**src/rtl/touch_scan_ctrl.sv**
```systemverilog
// Touch-screen ADC scan sequencer: debounces the pen interrupt, then converts
// NUM_CH channels over an external SPI engine and idles before re-arming.
module touch_scan_ctrl #(
    parameter int NUM_CH      = 2,
    parameter int DATA_W      = 12,
    parameter int DEBOUNCE    = 4,
    parameter int WAIT_CYCLES = 50000,
    parameter int TIMEOUT     = 1024
) (
    input  logic              CLK,
    input  logic              RST_n,
    input  logic              ADC_PENIRQ_n,
    input  logic              SPI_DONE,
    input  logic [DATA_W-1:0] SPI_RDATA,
    output logic              ADC_CS,
    output logic              SPI_START,
    output logic [7:0]        SPI_CMD,
    output logic              SAMPLE_VALID,
    output logic [1:0]        SAMPLE_CH,
    output logic [DATA_W-1:0] SAMPLE_DATA,
    output logic              SCAN_DONE,
    output logic              ERR,
    output logic              BUSY
);

    localparam int DEB_W = $clog2(DEBOUNCE + 1);
    localparam int TO_W  = $clog2(TIMEOUT + 1);
    localparam int WT_W  = $clog2(WAIT_CYCLES + 1);

    localparam logic [DEB_W-1:0] DEB_LAST = DEB_W'(DEBOUNCE - 1);
    localparam logic [TO_W-1:0]  TO_LAST  = TO_W'(TIMEOUT - 1);
    localparam logic [WT_W-1:0]  WT_LAST  = WT_W'(WAIT_CYCLES - 1);
    localparam logic [1:0]       LAST_CH  = 2'(NUM_CH - 1);

    typedef enum logic [2:0] {
        IDLE,
        ARM,
        START,
        XFER,
        STORE,
        DONE,
        WAIT
    } state_t;

    state_t            state;
    logic [1:0]        ch;
    logic [DEB_W-1:0]  deb_cnt;
    logic [TO_W-1:0]   to_cnt;
    logic [WT_W-1:0]   wait_cnt;
    logic              pen_meta;
    logic              pen_sync;
    logic              pen_down;

    function automatic logic [7:0] cmd_for(input logic [1:0] c);
        case (c)
            2'd0:    cmd_for = 8'h90;
            2'd1:    cmd_for = 8'hD0;
            2'd2:    cmd_for = 8'hB0;
            default: cmd_for = 8'hC0;
        endcase
    endfunction

    // Synchroniser resets to pen-up so a reset never looks like a touch.
    always_ff @(posedge CLK or negedge RST_n) begin
        if (!RST_n) begin
            pen_meta <= 1'b1;
            pen_sync <= 1'b1;
        end else begin
            pen_meta <= ADC_PENIRQ_n;
            pen_sync <= pen_meta;
        end
    end

    assign pen_down = ~pen_sync;

    // Outputs are registered alongside the state they belong to.
    always_ff @(posedge CLK or negedge RST_n) begin
        if (!RST_n) begin
            state        <= IDLE;
            ch           <= 2'd0;
            deb_cnt      <= '0;
            to_cnt       <= '0;
            wait_cnt     <= '0;
            ADC_CS       <= 1'b0;
            SPI_START    <= 1'b0;
            SPI_CMD      <= 8'h00;
            SAMPLE_VALID <= 1'b0;
            SAMPLE_CH    <= 2'd0;
            SAMPLE_DATA  <= '0;
            SCAN_DONE    <= 1'b0;
            ERR          <= 1'b0;
            BUSY         <= 1'b0;
        end else begin
            SPI_START    <= 1'b0;
            SAMPLE_VALID <= 1'b0;
            SCAN_DONE    <= 1'b0;
            ERR          <= 1'b0;
            case (state)
                IDLE: begin
                    if (pen_down) begin
                        state   <= ARM;
                        deb_cnt <= '0;
                        BUSY    <= 1'b1;
                    end
                end
                ARM: begin
                    if (!pen_down) begin
                        state <= IDLE;
                        BUSY  <= 1'b0;
                    end else if (deb_cnt == DEB_LAST) begin
                        state     <= START;
                        ch        <= 2'd0;
                        to_cnt    <= '0;
                        SPI_START <= 1'b1;
                        ADC_CS    <= 1'b1;
                        SPI_CMD   <= cmd_for(2'd0);
                    end else begin
                        deb_cnt <= deb_cnt + DEB_W'(1);
                    end
                end
                START: begin
                    state <= XFER;
                end
                XFER: begin
                    // A result arriving on the final allowed cycle beats the timeout.
                    if (SPI_DONE) begin
                        state        <= STORE;
                        SAMPLE_VALID <= 1'b1;
                        SAMPLE_DATA  <= SPI_RDATA;
                        SAMPLE_CH    <= ch;
                    end else if (to_cnt == TO_LAST) begin
                        state    <= WAIT;
                        wait_cnt <= '0;
                        ERR      <= 1'b1;
                        ADC_CS   <= 1'b0;
                    end else begin
                        to_cnt <= to_cnt + TO_W'(1);
                    end
                end
                STORE: begin
                    if (ch == LAST_CH) begin
                        state     <= DONE;
                        SCAN_DONE <= 1'b1;
                        ADC_CS    <= 1'b0;
                    end else begin
                        state     <= START;
                        ch        <= ch + 2'd1;
                        to_cnt    <= '0;
                        SPI_START <= 1'b1;
                        SPI_CMD   <= cmd_for(ch + 2'd1);
                    end
                end
                DONE: begin
                    state    <= WAIT;
                    wait_cnt <= '0;
                end
                WAIT: begin
                    if (wait_cnt == WT_LAST) begin
                        state <= IDLE;
                        BUSY  <= 1'b0;
                    end else begin
                        wait_cnt <= wait_cnt + WT_W'(1);
                    end
                end
                default: begin
                    state  <= IDLE;
                    ADC_CS <= 1'b0;
                    BUSY   <= 1'b0;
                end
            endcase
        end
    end

endmodule

```
**config.mk**
```make
export PLATFORM = sky130hd
export DESIGN_NAME = touch_scan_ctrl
export DESIGN_NICKNAME = d
export VERILOG_FILES = /design/src/rtl/touch_scan_ctrl.sv
export SDC_FILE = /design/constraint.sdc
export NUM_CORES = 1
export LEC_CHECK = 0
export CAP_MARGIN = 20
export CORE_UTILIZATION = 54
export DETAILED_ROUTE_END_ITERATION = 6
export PLACE_DENSITY = 0.79
export SYNTH_ARGS = -nofsm -noshare
export SYNTH_HDL_FRONTEND = slang
export SYNTH_SLANG_ARGS = --single-unit
```
**constraint.sdc**
```tcl
create_clock -name CLK -period 2.9 [get_ports CLK]
set_input_delay 0.87 -clock CLK [delete_from_list [all_inputs] [get_ports CLK]]
set_output_delay 0.87 -clock CLK [all_outputs]
set_load 0.03 [all_outputs]
```
---- Word-level counts from Yosys, hierarchy flattened ----
Cells that the tools add are included.
storage, ports and cells
  register bits after elaboration ......... 65
  output and inout port bits .............. 28
  bits of input ports ..................... 16
operators by class
  bitwise gates (word level) .............. 2
  mux-type cells .......................... 52
  reduce and logical (&&, ||, !) cells .... 16
  $add $sub $neg .......................... 4
  equal/unequal tests ..................... 26
operator list
  cell                                              number
  two-way mux 11 bit                                5
  two-way mux 16 bit                                3
  case mux 16 bit (3 select lines)                  1
  case mux 11 bit (3 select lines)                  1
  two-way mux 3 bit                                 10
  two-way mux 8 bit                                 3
  != test 2 bit (second input constant)             12
  case mux 3 bit (7 select lines)                   1
  case mux 7 bit (3 select lines)                   1
  AND reduction 4 bit                               5
  two-way mux 1 bit                                 18
  adder 16 x 1 -> 16 bit (second input constant)    1
  == test 16 bit (second input constant)            1
  case mux 8 bit (2 select lines)                   1
  AND reduction 6 bit                               2
  adder 11 x 1 -> 11 bit (second input constant)    1
  == test 11 x 10 -> 1 bit (second input constant)  1
  == test 3 x 2 -> 1 bit (second input constant)    3
  == test 3 bit (second input constant)             3
  case mux 1 bit (4 select lines)                   2
  OR reduction 4 bit                                2
  two-way mux 2 bit                                 3
  != test 3 bit (second input constant)             2
  case mux 3 bit (2 select lines)                   1
  13 further kinds                                  17

---- Depth between registers and ports, before layout ----
  depth in word-level cells ............... 5
  mapped depth ............................ 7

---- Worst setup path after synthesis ----
No wires, ideal clock.
  path type ............................... input port to flip-flop
  start ................................... in SPI_DONE
  end ..................................... reg wait_cnt[10]
  stages on the path ...................... 5
  slack ................................... 724 ps
  data arrival time ....................... 2052 ps
  buffers on the path ..................... 1
  required time ........................... 2776 ps
  library setup time ...................... 124 ps
  path through ............................ nor2_1 -> or4b_1 -> buf_2 -> a22o_4 -> a211o_1
on the way
  word-level cells in the longest chain between the ends .. 2
RTL lines
  element                               line  text
  from (decl)                           13    input logic SPI_DONE,
  != test 2 bit (no source line)        --
  AND reduction 4 bit (no source line)  --
  to (signal assigned)                  162   wait_cnt <= wait_cnt + WT_W'(1);
  to (decl)                             49    logic [WT_W-1:0] wait_cnt;
No other way between the ends.
A chain may end at the register's enable or synchronous reset.

---- Final worst setup path ----
  start ................................... reg state[1]
  end ..................................... reg wait_cnt[10]
on the way
  word-level cells in the longest chain between the ends .. 3
  elaborated cells on any way between the ends .. 9
  classes of those cells .................. eq/ne: 6; mux: 1; reduce/logical: 2
RTL lines
  element                                                                      line  text
  from (decl)                                                                  45    state_t state;
  from (signal assigned)                                                       79    state <= IDLE;
  from (signal assigned)                                                       101   state <= ARM;
  from (signal assigned)                                                       108   state <= IDLE;
  == test 3 bit / == test 3 x 2 -> 1 bit (equally long branches)               98    case (state)
  != test 2 bit (no source line) / nonzero test 3 bit (equally long branches)  --
  AND reduction 4 bit (no source line)                                         --
Parallel ways exist; a longest one is shown, timed or not.

==> results.py <==
metrics = {
    "power_and_ir_drop": {
        "seqPwrFrac_pct": 36.9,
        "pwr-share-comb_pct": 38.7,
        "leakagePower_nw": 1.69,
        "p_per_area_nw_per_um2": 1000,
        "p_switching_w": 0.00143,
        "swShare_pct": 37.7,
        "p_clk_share_pct": 24.4,
        "total_power_w": 0.00379,
        "ir_drop_mv": 0.801,
        "p_int_w": 0.00236,
    },
    "timing": {
        "slew_headroom_pct": 50.7,
        "finalMaxSlewViolations": 0,
        "rsz0062_at_grt": "false",
        "fin_setup_tns_ps": 0,
        "finClkSkew_ps": 10.3,
        "tightest_slew_ps": 739,
        "holdWs_ps": 361,
        "final-setup-viol-count": 0,
        "final.min_clock_period_ps": 2310,
        "timing.fmax_mhz": 434,
        "fin_crit_sh_pct": 79.5,
        "hold_viol_final": 0,
    },
    "synth": {
        "syn_inst": 304,
        "synth-main-ff-cell": "dfrtp_1",
        "yosysTopAreaCell": "dfrtp_1",
        "synthArstFlopShare_pct": 100,
        "ys_ff_latch": 60,
        "synth_edf_count": 0,
        "synth_area_per_cell_um2": 10.3,
        "ys_seq_area_share_pct": 48.2,
        "synthDistinctLibCells": 68,
        "synth.area.top_cells": "dfrtp_1 (47%), mux2_2 (5.1%), a21oi_1 (2.9%)",
        "netlist.area_leader.share_pct": 46.5,
        "ys_warn_count": 0,
        "synth_area_um2": 3120,
    },
    "outcome": {
        "status": "complete, no violations",
    },
    "critical_path": {
        "cp.required_ps": 3130,
        "r2r_cells": 4,
        "worstSetupEndpoint": "wait_cnt[10]$_DFFE_PN0P_",
        "reg2reg_from": "state[1]$_DFFE_PN0P_",
        "end_kind": "flop",
        "rrSetupSlack_ps": 590,
        "worstPathMaxFanout": 20,
        "arrival_ps": 2540,
        "r2r_end": "wait_cnt[10]$_DFFE_PN0P_",
        "start_kind": "flop",
        "cp-startpoint": "state[1]$_DFFE_PN0P_",
        "critPathKind": "flop to flop",
    },
    "global_routing": {
        "grtUsageMet3_pct": 4.30,
        "overflow": 0,
        "top_usage_layer": "met2",
        "grt_antenna_before_repair": 0,
        "grt_pass1_vias": 2367,
        "grt_max_degree": 61,
        "gr-usage-met1_pct": 33.8,
        "grtUsageTotal_pct": 24.3,
        "met2_usage_pct": 36.0,
        "grt_pass1_wl_um": 11400,
    },
    "placed_design": {
        "io_buffers": 39,
        "dp_cells": 401,
        "dp_hpwl_um": 4300,
        "gp_congestion": 0.835,
        "postPlaceCellArea_um2": 3540,
    },
    "clock_network": {
        "worstSkewPairLatency_ps": 350,
        "numClockSinks": 60,
        "cts_resized": 0,
        "htree_levels": 3,
        "cts_tree": "done",
        "cts_root_buf": "clkbuf_8",
        "cts_hold_buffers": 0,
        "numCtsBuffers": 9,
        "cts_setup_buffers": 0,
        "cts_max_path_buffers": 2,
        "path_clk_slew_ps": 70,
    },
    "finish": {
        "drive_gt1_share_pct": 14.5,
        "antennaDiodeCount": 0,
        "area_delta_synth_final_pct": 21.3,
        "fin_cells": 417,
        "fin_area_um2": 3780,
        "nets": 362,
    },
    "die": {
        "die_x_um": 78.0,
        "num_rows": 27,
        "initial_core_util_pct": 56.3,
        "core_um2": 5540,
        "ios": 44,
        "die-area_um2": 6090,
        "die_h_um": 78.0,
    },
    "min_path": {
        "hp-class": "flop to flop",
    },
    "drt": {
        "drc": 0,
        "vias_per_cell": 6.05,
        "firstDrtPassIters": 4,
        "ant_nets": 0,
        "wl_per_cell_um": 15.7,
        "wl_um": 6560,
        "vias": 2522,
        "dr.first_iter.drc_count": 261,
    },
    "job": {
        "cap_violations": 0,
    },
}
layout by cell type, fill, tap and decap left out, drive strengths merged, types with 3 or more instances in the layout:
cell,Yosys,final
dfrtp,58,58
clkdlybuf4s50,0,38
nand2,22,22
a21oi,18,18
inv,16,16
o21ai,15,15
nand3,14,14
mux2,14,14
a31oi,13,13
clkbuf,14,11
and3,9,9
nor3,8,8
nor2,8,8
buf,9,7
ha,6,6
a22o,5,5
and2,4,4
a41oi,4,4
conb,1,4
nor4,3,3
nor3b,3,3
o221ai,3,3
a21o,3,3
a211o,3,3
bufinv,0,3
a22oi,3,3
nand4,3,3
a2bb2oi,3,3
synthesized netlist by cell type (8+ instances only):
master and n:
clkbuf_1 14, o21ai_0 14, and3_1 8, nor3_1 8, a31oi_1 13, nor2_1 8
inv_1 16, dfrtp_1 58, nand3_1 14, mux2_2 14, nand2_1 21, a21oi_1 18
worst min path at each step:
stage                       startpoint                  to  slack (ps)  cells past startpoint
CTS                 pen_meta$_DFF_PN1_  pen_sync$_DFF_PN1_         360                      0
global route        pen_meta$_DFF_PN1_  pen_sync$_DFF_PN1_         360                      0
detailed placement  pen_meta$_DFF_PN1_  pen_sync$_DFF_PN1_         350                      0
finish              pen_meta$_DFF_PN1_  pen_sync$_DFF_PN1_         360                      0
global placement    pen_meta$_DFF_PN1_  pen_sync$_DFF_PN1_         350                      0
floorplan           pen_meta$_DFF_PN1_  pen_sync$_DFF_PN1_         350                      0
power by group through the flow:
stage / clock (W) / sequential (W) / combinational (W)
2_1_floorplan: 0 / 0.00155 / 0.000814
5_1_grt: 0.000967 / 0.00145 / 0.00160
3_5_place_dp: 0 / 0.00140 / 0.00146
4_1_cts: 0.000933 / 0.00139 / 0.00147
3_3_place_gp: 0 / 0.00139 / 0.00143
6_report: 0.000926 / 0.00140 / 0.00146
sequential cells by signal, summed over array words and instances, names as in the netlist:
register	flops
SPI_CMD	3
wait_cnt	16
state	3
pen_meta	1
ERR	1
deb_cnt	3
pen_sync	1
to_cnt	11
SAMPLE_DATA	12
SAMPLE_VALID	1
SPI_START	1
BUSY	1
SCAN_DONE	1
SAMPLE_CH	2
ADC_CS	1
ch	2
routing by layer:
layer / wire length, um / vias up
met5: 0 / -
met4: 168 / 0
met3: 254 / 19
met2: 3060 / 59
met1: 3070 / 1242
li1: - / 1202
cells by family (layout without fill, tap and decap cells):
group / after synthesis / in the layout / synth area share, %
and+or+nand+nor: 93 / 93 / 17.3
muxes: 15 / 15 / 5.37
DFF: 60 / 60 / 48.2
buffers and inverters: 39 / 77 / 5.45
adders and majority gates: 6 / 6 / 2.41
xor gates and xnor gates: 2 / 2 / 0.561
AOI/OAI and AO/OA: 88 / 88 / 20.6
other: 1 / 4 / 0.120
critical path: stages (launching register included):
cell and delay (ps):
dfrtp_1 710, and3b_1 590, o41ai_4 300, a22o_4 300
a211o_1 280
per-stage QoR:
stage	util [%]	setup slack (ps)
floorplan	-	724
CTS	68.3	579
detailed placement	63.9	309
finish	68.3	594
global placement	63.9	309
global route	68.3	456
final cells by class:
type                    count  area, um^2
clock buffers              11         141
multi-input cells         208        1460
clock inverters             5         100
fillers                   438        1760
repair buffers             45         430
inverters                  16        60.1
well taps                  72        90.1
flip-flops and latches     60        1500
No activity file was read; power rests on OpenSTA's default activity.
